**src/rtl/fetch_stage_pkg.sv**
```systemverilog
// Shared fetch/decode constants and the fetch state encoding.
package fetch_stage_pkg;

    localparam logic [15:0] Nop    = 16'h0800;
    localparam logic [4:0]  OpHalt = 5'b00000;
    localparam logic [4:0]  OpLd   = 5'b10001;

    typedef enum logic [0:0] {
        StRun,
        StHalted
    } fetch_state_e;

    function automatic logic [4:0] opcode_of(input logic [15:0] instr);
        return instr[15:11];
    endfunction

endpackage

```
**src/rtl/fetch_queue.sv**
```systemverilog
// Small synchronous FIFO holding {instruction, fetch address} pairs.
module fetch_queue #(
    parameter int unsigned Depth = 2,
    parameter int unsigned Width = 32
) (
    input  logic                     clk_i,
    input  logic                     rst_ni,
    input  logic                     push_i,
    input  logic [Width-1:0]         data_i,
    input  logic                     pop_i,
    input  logic                     flush_i,
    output logic [Width-1:0]         data_o,
    output logic                     full_o,
    output logic                     empty_o,
    output logic [$clog2(Depth):0]   count_o
);

    localparam int unsigned PtrW = $clog2(Depth);
    localparam int unsigned CntW = $clog2(Depth) + 1;

    logic [Width-1:0] mem_q [Depth];
    logic [PtrW-1:0]  wr_ptr_q, rd_ptr_q;
    logic [CntW-1:0]  count_q;

    // Depth is a power of two, so pointers wrap naturally.
    always_ff @(posedge clk_i or negedge rst_ni) begin
        if (!rst_ni) begin
            wr_ptr_q <= '0;
            rd_ptr_q <= '0;
            count_q  <= '0;
        end else if (flush_i) begin
            wr_ptr_q <= '0;
            rd_ptr_q <= '0;
            count_q  <= '0;
        end else begin
            if (push_i) wr_ptr_q <= wr_ptr_q + PtrW'(1);
            if (pop_i)  rd_ptr_q <= rd_ptr_q + PtrW'(1);
            count_q <= count_q + CntW'(push_i) - CntW'(pop_i);
        end
    end

    always_ff @(posedge clk_i) begin
        if (push_i && !flush_i) mem_q[wr_ptr_q] <= data_i;
    end

    assign data_o  = mem_q[rd_ptr_q];
    assign full_o  = (count_q == CntW'(Depth));
    assign empty_o = (count_q == '0);
    assign count_o = count_q;

endmodule

```
**src/rtl/fetch_stage.sv**
```systemverilog
// Instruction fetch: owns the PC, talks to imem, and feeds decode one word per cycle.
module fetch_stage
    import fetch_stage_pkg::*;
#(
    parameter logic [15:0] RESET_PC = 16'h0000,
    parameter int unsigned QDEPTH   = 2
) (
    input  logic        clk,
    input  logic        rst,
    input  logic        Stall,
    input  logic        Halt,
    input  logic        Redirect_valid,
    input  logic [15:0] Redirect_pc,
    output logic        imem_req,
    output logic [15:0] imem_addr,
    input  logic        imem_ready,
    input  logic        imem_rvalid,
    input  logic [15:0] imem_rdata,
    output logic [15:0] Instruction,
    output logic [15:0] PC_plus2,
    output logic        Valid_PC,
    output logic        err
);

    localparam int unsigned CntW = $clog2(QDEPTH) + 1;

    fetch_state_e    state_q;
    logic [15:0]     pc_q, resp_pc_q, instr_q, pc_plus2_q;
    logic            valid_q, err_q;
    logic [CntW-1:0] outstanding_q, discard_q, q_count;
    logic [CntW:0]   inflight;
    logic            accept, resp_drop, q_push, q_pop, q_full, q_empty, out_load;
    logic [31:0]     q_rdata;
    logic [15:0]     redirect_target;

    always_comb begin
        inflight        = {1'b0, outstanding_q} + {1'b0, q_count};
        imem_req        = rst && (state_q == StRun) && !Halt && !Redirect_valid &&
                          (inflight < (CntW + 1)'(QDEPTH));
        accept          = imem_req && imem_ready;
        resp_drop       = imem_rvalid && (discard_q != '0);
        q_push          = imem_rvalid && !resp_drop && !Redirect_valid;
        out_load        = !Stall || !valid_q;
        q_pop           = out_load && !q_empty && !Redirect_valid;
        redirect_target = {Redirect_pc[15:1], 1'b0};
    end

    // resp_pc_q tracks the address of the next response that will be kept,
    // so the queue needs no per-request address bookkeeping.
    always_ff @(posedge clk or negedge rst) begin
        if (!rst) begin
            state_q       <= StRun;
            pc_q          <= RESET_PC;
            resp_pc_q     <= RESET_PC;
            outstanding_q <= '0;
            discard_q     <= '0;
            instr_q       <= Nop;
            pc_plus2_q    <= '0;
            valid_q       <= 1'b0;
            err_q         <= 1'b0;
        end else begin
            outstanding_q <= outstanding_q + CntW'(accept) - CntW'(imem_rvalid);
            if (Redirect_valid) begin
                pc_q      <= redirect_target;
                resp_pc_q <= redirect_target;
                discard_q <= outstanding_q - CntW'(imem_rvalid);
                instr_q   <= Nop;
                valid_q   <= 1'b0;
                if (Redirect_pc[0]) err_q <= 1'b1;
            end else begin
                if (accept)    pc_q      <= pc_q + 16'd2;
                if (resp_drop) discard_q <= discard_q - CntW'(1);
                if (q_push)    resp_pc_q <= resp_pc_q + 16'd2;
                if (out_load) begin
                    if (!q_empty) begin
                        instr_q    <= q_rdata[31:16];
                        pc_plus2_q <= q_rdata[15:0] + 16'd2;
                        valid_q    <= 1'b1;
                    end else begin
                        instr_q <= Nop;
                        valid_q <= 1'b0;
                    end
                end
                if (state_q == StRun && Halt) state_q <= StHalted;
            end
        end
    end

    fetch_queue #(
        .Depth (QDEPTH),
        .Width (32)
    ) u_queue (
        .clk_i   (clk),
        .rst_ni  (rst),
        .push_i  (q_push),
        .data_i  ({imem_rdata, resp_pc_q}),
        .pop_i   (q_pop),
        .flush_i (Redirect_valid),
        .data_o  (q_rdata),
        .full_o  (q_full),
        .empty_o (q_empty),
        .count_o (q_count)
    );

    assign imem_addr   = pc_q;
    assign Instruction = instr_q;
    assign PC_plus2    = pc_plus2_q;
    assign Valid_PC    = valid_q;
    assign err         = err_q;

    no_overflow: assert property (@(posedge clk) disable iff (!rst)
        !(q_push && q_full && !q_pop));

endmodule

```
**config.mk**
```make
export PLATFORM = sky130hd
export DESIGN_NAME = fetch_stage
export DESIGN_NICKNAME = d
export VERILOG_FILES = /design/src/rtl/fetch_stage_pkg.sv /design/src/rtl/fetch_queue.sv /design/src/rtl/fetch_stage.sv
export SDC_FILE = /design/constraint.sdc
export NUM_CORES = 1
export LEC_CHECK = 0
export BUFFER_PORTS_ARGS = -buffer_cell sky130_fd_sc_hd__buf_2
export CAP_MARGIN = 40
export CORE_MARGIN = 10
export CORE_UTILIZATION = 44
export CTS_CLUSTER_DIAMETER = 100
export CTS_CLUSTER_SIZE = 28
export DETAILED_ROUTE_END_ITERATION = 16
export PLACE_DENSITY = 0.67
export SYNTH_ARGS = -nofsm -noshare
export SYNTH_HDL_FRONTEND = slang
export SYNTH_SLANG_ARGS = --single-unit
```
**constraint.sdc**
```tcl
create_clock -name clk -period 7.08 [get_ports clk]
set_input_delay 1.77 -clock clk [delete_from_list [all_inputs] [get_ports clk]]
set_output_delay 1.77 -clock clk [all_outputs]
set_load 0.005 [all_outputs]
```
# --- Yosys cells after proc, flatten, opt, wreduce, memory -nomap -nowiden ---
# Memory sizes are Yosys's and may differ from the RTL's.
# Cells that the tools add are included.
classes:
  add_sub_neg: 12
  muxes: 19
  bitwise: 3
  reduce_logical: 29
  magnitude_cmp: 1
ops:
  columns: ["operator", "n"]
  rows:
  - ["2-to-1 mux 16 bit", 7]
  - ["adder 16 x 2 -> 16 bit, second input constant", 3]
  - ["logical AND 1 bit", 12]
  - ["nonzero test 2 bit", 6]
  - ["2-to-1 mux 1 bit", 9]
  - ["logical NOT 1 bit", 6]
  - ["2-to-1 mux 2 bit", 3]
  - ["subtractor 2 x 1 -> 2 bit", 3]
  - ["adder 2 x 1 -> 2 bit", 2]
  - ["AND reduction 2 bit", 2]
  - ["adder 2 x 2 -> 3 bit", 1]
  - ["less-than comparator 3 x 2 -> 1 bit, second input constant", 1]
  - ["inverter 1 bit", 3]
  - ["AND reduction 3 bit", 1]
  - ["adder 1 bit, second input constant", 2]
  - ["logical NOT 2 bit", 1]
  - ["subtractor 2 x 1 -> 2 bit, second input constant", 1]
  - ["logical OR 1 bit", 1]
totals:
  n_memories: 1
  elab_cells: 77
  mem_bits_rw: 64
  in_bits: 39
  reg_bits: 75
mem_list:
  columns: ["name", "words", "word_bits", "rd", "rd_clocked_by_memory_dff", "wr", "line", "text"]
  rows:
  - ["u_queue.mem_q", 2, 32, 1, 0, 1, "fetch_queue.sv:21", "logic [Width-1:0] mem_q [Depth];"]

# --- Logic depth before layout (Yosys ltp) ---
# Gate-level depths: netlist of the first run.
logic_depth:
  ltp_word: 8
  ltp_mapped: 12
  mapped_depth_nobuf: 11

# --- Hierarchy ---
# From an unflattened synthesis of the first run, not the netlist that was laid out.
hier_totals:
  hier_cells: 480
  area_unflattened_um2: 6173.4
by_module_without_submodules:
  columns: ["module", "instances", "area_per_inst_um2", "cells_per_inst"]
  rows:
  - ["fetch_stage", 1, 3494.6, 361]
  - ["fetch_queue", 1, 2678.8, 119]

# --- Worst setup path before layout of the first run ---
# Ideal clock, no wire load.
synth_timing:
  path_type: "input port to flip-flop"
  startpoint: "in Redirect_valid"
  endpoint: "mem u_queue.mem_q[0][10], enable pin"
  arrival_time_ns: 4.354
  setup_time_ns: 0.458
  path_buffers: 2
  setup_slack_ns: 2.268
  cell_stages: 3
  cell_sequence: "clkbuf_1 -> clkbuf_1 -> nor3_1"
synth_via:
  elab_chain_len: 5
synth_rtl:
  columns: ["element", "line", "text"]
  rows:
  - ["from (decl)", "fetch_stage.sv:12", "input logic Redirect_valid,"]
  - ["logical NOT 1 bit (*)", "fetch_queue.sv:43, fetch_stage.sv:42", null]
  - ["logical AND 1 bit", "fetch_stage.sv:42", "q_push = imem_rvalid && !resp_drop && !Redirect_valid;"]
  - ["logical AND 1 bit (*)", "fetch_queue.sv:43", "if (push_i && !flush_i) mem_q[wr_ptr_q] <= data_i;"]
  - ["2-to-1 mux 1 bit (*)", "fetch_queue.sv:43", null]
  - ["2-to-1 mux 1 bit (not written as such) (*)", "fetch_queue.sv:43", null]
  - ["to (decl)", "fetch_queue.sv:21", null]
# Every way passes the cells marked *; elsewhere a longest branch is shown, timed or not.

# --- Final worst setup path of the first run ---
layout_timing:
  startpoint: "in Redirect_valid"
  endpoint: "out imem_req"
layout_via:
  elab_chain_len: 3
layout_rtl:
  columns: ["element", "line", "text"]
  rows:
  - ["logical NOT 1 bit", "fetch_stage.sv:38", "imem_req = rst && (state_q == StRun) && !Halt && !Redirect_valid &&"]
  - ["logical AND 1 bit (2 in a row)", "fetch_stage.sv:38", null]
  - ["to (decl)", "fetch_stage.sv:14", "output logic imem_req,"]
# Every way passes these cells.

==> flow_summary.ini, run 1 <==
[layout]
drive_above_1_share = 0.229
multi_input_area_um2 = 2150
stdcell_count = 778
final-seq-area_um2 = 3670
n_antenna_cell = 0
post-route-util = 0.538
area_growth_pct = 19.6
nets = 638
num-fill-cells = 1155

[critical_path]
slowest_stage = or4_4
r2r-end = outstanding_q[1]
path_cells = buf_2 -> or4_4 -> nor2_1 -> buf_2
critPathMostFrequentCell = buf_2
worstSetupEndpointType = output port
r2r_start = u_queue.count_o[0]
cp_data_required_time_ns = 5.31
critPathBufInv = 2
setup.worst_path.start_class = input pin
worstPathMaxFanout = 38
r2r_slack_ns = 4.11
reg2regPathDepth = 11
arrival_ns = 2.97
critPathKind = in2out
max_stage_delay_ns = 0.65
crit_family = simple AND/OR/NAND/NOR gates

[clocking]
cts_resized = 0
clkSinkCount = 134
clock_latency_ns = 0.42
cts_buffers = 17
post_cts_buffers = 0
clockBufferDepth = 2
clockRootBuffer = clkbuf_16
clk_pin_slew_worst_paths_ns = 0.05
hold_buffers = 0
cts_tree = done
htree_levels = 4

[timing]
drv_slew = 0
skew_ns = 0.0102
setup_viol = 0
fin_tns_setup_ns = 0
finalCritPeriodShare = 0.669
fmax_ghz = 0.211
period_minus_slack_ns = 4.74
relSlewSlack = 0.504
final-hold-violation-count = 0
worst_pin_slew_ns = 0.742
rsz0062_at_grt = false

[flow_run]
max_cap_viol_count = 0

[drt]
dr.first_iter.drc_count = 310
wl_per_cell_um = 16.9
antenna_left = 0
viasPerCell = 5.29
routed_wl_um = 13200
first_pass_iters = 4
drc = 0
num_vias = 4118

[global_routing]
grt_pass1_vias = 4259
antenna_found_initial = 0
grt_overflow = 0
grt_usage = 0.148
grt_max_degree = 59
grt_first_pass_wirelength_um = 21400

[yosys]
synth_edf_count = 62
syn_area_per_cell_um2 = 12.0
synth_cell_types = 58
synth_seq_area_share = 0.613
netlist_top_cells_area = edfxtp_1 (31%), dfrtp_1 (30%), mux2i_1 (4.7%)
ys_warn_count = 0
synth_top_area_frac = 0.311
syn_inst = 498
synth_area_um2 = 5980
ys_dominant_reg_cell = dfrtp_1
async_flop_share = 0.537
ys_seq_elements = 134
synth_largest_area_cell = edfxtp_1

[min_path]
min_to = err
hp-start = err
whs_path_depth = 1
hp-class = reg2reg

[placed_design]
gp_congestion = 0.883
placed_cells = 746
post-dp-hpwl_um = 9330
portBuffers = 87

[floorplan]
die_y_um = 137
die-area_um2 = 18700
initial_core_util = 0.450
die_x_um = 137
num_rows = 42
core_area_um2 = 13300
ios = 90

[power_and_ir_drop]
peakVddDrop_mv = 0.215
p_leak_uw = 0.00290
power_density_nw_per_um2 = 322

[run_status]
outcome = complete, no violations
## routing by layer
| layer | vias up | routed length [um] | GRT usage |
|---|---|---|---|
| met5 | - | 0 | 0 |
| met4 | 0 | 187 | 0.0651 |
| met3 | 16 | 901 | 0.0521 |
| met2 | 120 | 6080 | 0.226 |
| met1 | 1960 | 6010 | 0.186 |
| li1 | 2022 | - | - |
## cell type report
type / instances / area share
clock inverter: 14 / 0.0145
sequential: 134 / 0.513
multi-input combinational: 323 / 0.300
tap: 176 / 0.0308
timing repair buffer: 94 / 0.0714
inverter: 19 / 0.0103
clock buffer: 18 / 0.0600
## logic make-up (layout without fill, tap and decap cells)
family | after synthesis | in the layout | synth area share
flip-flops | 134 | 134 | 0.613
other | 1 | 2 | 0.000627
buffers and inverters | 42 | 145 | 0.0293
AO/OA/AOI/OAI | 98 | 98 | 0.106
adder cells (fa/ha/maj) | 10 | 10 | 0.0222
XOR/XNOR | 27 | 27 | 0.0395
AND/OR/NAND/NOR | 153 | 153 | 0.133
multiplexers | 33 | 33 | 0.0563
## power by group
group | internal [uW] | total (uW) | switching, uW
clock network | 448 | 780 | 332
registers | 946 | 1030 | 85.8
logic | 216 | 489 | 273
## layout by cell type (no fill, tap or decap), types with 3 or more instances in the layout
cell        count
a21o_1          3
a21oi_1        15
a31o_2          3
a31oi_1         5
and2_1          5
and3_1          7
buf_2          86
buf_4           7
clkbuf_16      17
clkinv_4        4
clkinvlp_4      4
dfrtp_1        70
edfxtp_1       62
ha_1            9
inv_1          18
inv_6           3
mux2_2          5
mux2i_1        28
nand2_1        59
nand2b_1        4
nand3_1        15
nand4_1        13
nand4b_1        4
nor2_1         15
nor2b_1         3
nor4_1          5
o211ai_1        7
o21ai_0        35
o311ai_0        5
o31a_1          3
o31ai_1         5
or3_1           6
or4_1           5
xnor2_1        17
xor2_1         10
## cell usage after synthesis, drive strengths merged, types with 8 or more instances
master	count
nor2	15
xnor2	17
inv	19
xor2	10
nand3	15
nand4	13
mux2i	28
dfrtp	71
o21ai	35
edfxtp	62
buf	8
ha	9
a21oi	15
nand2	59
clkbuf	15
## sequential cells by signal, indices dropped and copies added (netlist names)
| name | count |
|---|---|
| Instruction | 16 |
| PC_plus2 | 15 |
| Valid_PC | 1 |
| discard_q | 2 |
| err | 1 |
| imem_addr | 15 |
| outstanding_q | 2 |
| resp_pc_q | 15 |
| state_q | 1 |
| u_queue.count_o | 2 |
| u_queue.mem_q | 62 |
| u_queue.rd_ptr_q | 1 |
| u_queue.wr_ptr_q | 1 |
## metrics by stage
step / area, um2 / setup slack, ns / hold slack [ns] / total power [uW]
2_1_floorplan: 5980 / 2.27 / 0.442 / 1350
3_3_place_gp: 6580 / 2.37 / 0.457 / 1520
3_5_place_dp: 6620 / 2.33 / 0.464 / 1540
4_1_cts: 7150 / 2.33 / 0.476 / 2330
5_1_grt: 7150 / 2.25 / 0.484 / 2440
6_report: 7150 / 2.34 / 0.463 / 2300
## worst max path at each step
stage,cells past startpoint,to,from
3_3_place_gp,4,imem_req,Redirect_valid
3_5_place_dp,4,imem_req,Redirect_valid
4_1_cts,4,imem_req,Redirect_valid
2_1_floorplan,3,u_queue.mem_q[0][10],Redirect_valid
5_1_grt,4,imem_req,Redirect_valid
6_report,4,imem_req,Redirect_valid
(Power assumes the default switching activity.)
==> inputs of run 2 (changes only) <==
Settings changed: ABC_AREA set to 1, PLACE_DENSITY 0.67 to 0.69.
Clock period 7.08 ns to 4 ns, I/O delays scaled along.
==> run 2 against run 1 <==
  * Combinational power is 99% higher
  * Clock skew is 0.0034 ns lower
  * Routed wire length is 4.6% higher
  * First-iteration DRC count is 12% higher
  * Final area is 4.3% higher
  * Die area is 3.2% higher
  * Worst hold slack worse by 0.0035 ns
  * Non-clock buffer count is 2 higher
  * Critical path depth stayed put
  * Largest cell class unchanged
  * Highest routed layer unchanged
  * Sequential power is 84% higher
  * Register-to-register slack worse by 2.3 ns
==> flow_summary.ini, run 2 <==
[run_status]
outcome = complete, no violations

[clocking]
cts_resized = 0
clockRootBuffer = clkbuf_16
cts_tree = done
clock_latency_ns = 0.42
clkSinkCount = 134
hold_buffers = 0
clk_pin_slew_worst_paths_ns = 0.06
htree_levels = 4
cts_buffers = 17
clockBufferDepth = 2
post_cts_buffers = 0

[floorplan]
core_area_um2 = 13800
initial_core_util = 0.449
ios = 90
num_rows = 43
die_x_um = 139
die-area_um2 = 19300
die_y_um = 139

[critical_path]
r2r_slack_ns = 1.77
worstPathMaxFanout = 31
critPathKind = in2out
reg2regPathDepth = 6
setup.worst_path.start_class = input pin
r2r_start = Valid_PC
worstSetupEndpointType = output port
arrival_ns = 1.91
r2r-end = Instruction[14]
cp_data_required_time_ns = 3.00

[yosys]
ys_dominant_reg_cell = dfrtp_1
synth_area_um2 = 6210
async_flop_share = 0.537
ys_seq_elements = 134
synth_largest_area_cell = edfxtp_1
synth_edf_count = 62
netlist_top_cells_area = edfxtp_1 (30%), dfrtp_1 (29%), nand2_1 (10%)
yosysMostFrequentCell = nand2_1
syn_inst = 628
synth_top_area_frac = 0.300
ys_top_cells_by_count = nand2_1 (166), dfrtp_1 (71), edfxtp_1 (62), nand3_1 (56), inv_1 (43)
syn_area_per_cell_um2 = 9.88
synth_seq_area_share = 0.591
synth_cell_types = 44
ys_warn_count = 0

[layout]
largest_register_ffs = 62
area_growth_pct = 20.1
mostFrequentLayoutCells = nand2_1 (166), buf_2 (87), dfrtp_1 (71)
largest-register = u_queue.mem_q
post-route-util = 0.539
nets = 772
final_common_cell = nand2_1
drive_above_1_share = 0.220
n_antenna_cell = 0

[global_routing]
grt_overflow = 0
antenna_found_initial = 0
grt_max_degree = 63
grt_usage = 0.145
grt_pass1_vias = 4731
grt_first_pass_wirelength_um = 23100

[min_path]
hp-start = err
whs_path_depth = 1
hp-class = reg2reg
min_to = err

[placed_design]
gp_congestion = 0.868
preCtsSetupSlack_ns = 1.03
portBuffers = 87
post-dp-hpwl_um = 9890

[timing]
fmax_ghz = 0.343
fin_tns_setup_ns = 0
skew_ns = 0.00686
finalCritPeriodShare = 0.728
relSlewSlack = 0.410
setup_slack_ns = 1.09
final-hold-violation-count = 0
period_minus_slack_ns = 2.91
drv_slew = 0
rsz0062_at_grt = false
worst_pin_slew_ns = 0.884
setup_viol = 0

[power_and_ir_drop]
totalPowerFinal_uw = 4460
p_leak_uw = 0.00331
peakVddDrop_mv = 0.324
power_density_nw_per_um2 = 598

[drt]
drc = 0
wl_per_cell_um = 15.0
viasPerCell = 5.12
dr.first_iter.drc_count = 348
antenna_left = 0
num_vias = 4688
routed_wl_um = 13800
first_pass_iters = 5

[flow_run]
max_cap_viol_count = 0
run 2: metal layers:
layer  vias up  part of all wire  GRT usage
met3        23             0.066     0.0466
met4         0             0.019     0.0604
met1      2212              0.45      0.185
met2       140              0.47      0.224
li1       2313                 -          -
met5         -                 0          0
run 2: layout make-up:
type,count,area (um2)
clock inverters,11,136
multi-input cells,427,2220
fillers,1235,6370
repair buffers,96,543
inverters,47,184
clock buffers,21,482
flip-flops and latches,134,3660
well taps,180,225
run 2: logic make-up (layout without fill, tap and decap cells):
family | Yosys count | count (layout) | synth area share
fa+ha+maj | 10 | 10 | 0.0214
flops | 134 | 134 | 0.591
xor+xnor | 10 | 10 | 0.0141
compound gates | 84 | 84 | 0.0778
buf+inv | 68 | 175 | 0.0526
other cells | 1 | 2 | 0.000604
simple gates | 306 | 306 | 0.219
mux | 15 | 15 | 0.0242
run 2: worst max-delay path by stage:
| stage | startpoint | end | slack, ns | cells past startpoint |
|---|---|---|---|---|
| finish | Redirect_valid | imem_req | 1.09 | 4 |
| floorplan | Redirect_valid | u_queue.mem_q[1][10] | 0.88 | 4 |
| CTS | Redirect_valid | imem_req | 1.08 | 4 |
| global route | Redirect_valid | imem_req | 0.99 | 4 |
| detailed placement | Stall | Instruction[6] | 1.03 | 7 |
| global placement | Redirect_valid | imem_req | 1.12 | 4 |
run 2: critical path, cell delays in order:
cell and delay, ns:
buf_2 0.47, nor2_1 0.11, and3_1 0.20, buf_2 0.12
run 2: stage by stage:
stage | hold slack (ns) | instances | instance area [um2]
6_report | 0.459 | 916 | 7460
5_1_grt | 0.472 | 916 | 7460
4_1_cts | 0.465 | 916 | 7460
3_5_place_dp | 0.447 | 884 | 6840
3_3_place_gp | 0.441 | 881 | 6780
2_1_floorplan | 0.428 | 629 | 6210
run 2: report_power, final:
part	total, uW	internal (uW)	switching [uW]
sequential	1900	1710	186
combinational	971	384	586
clock	1590	1000	590
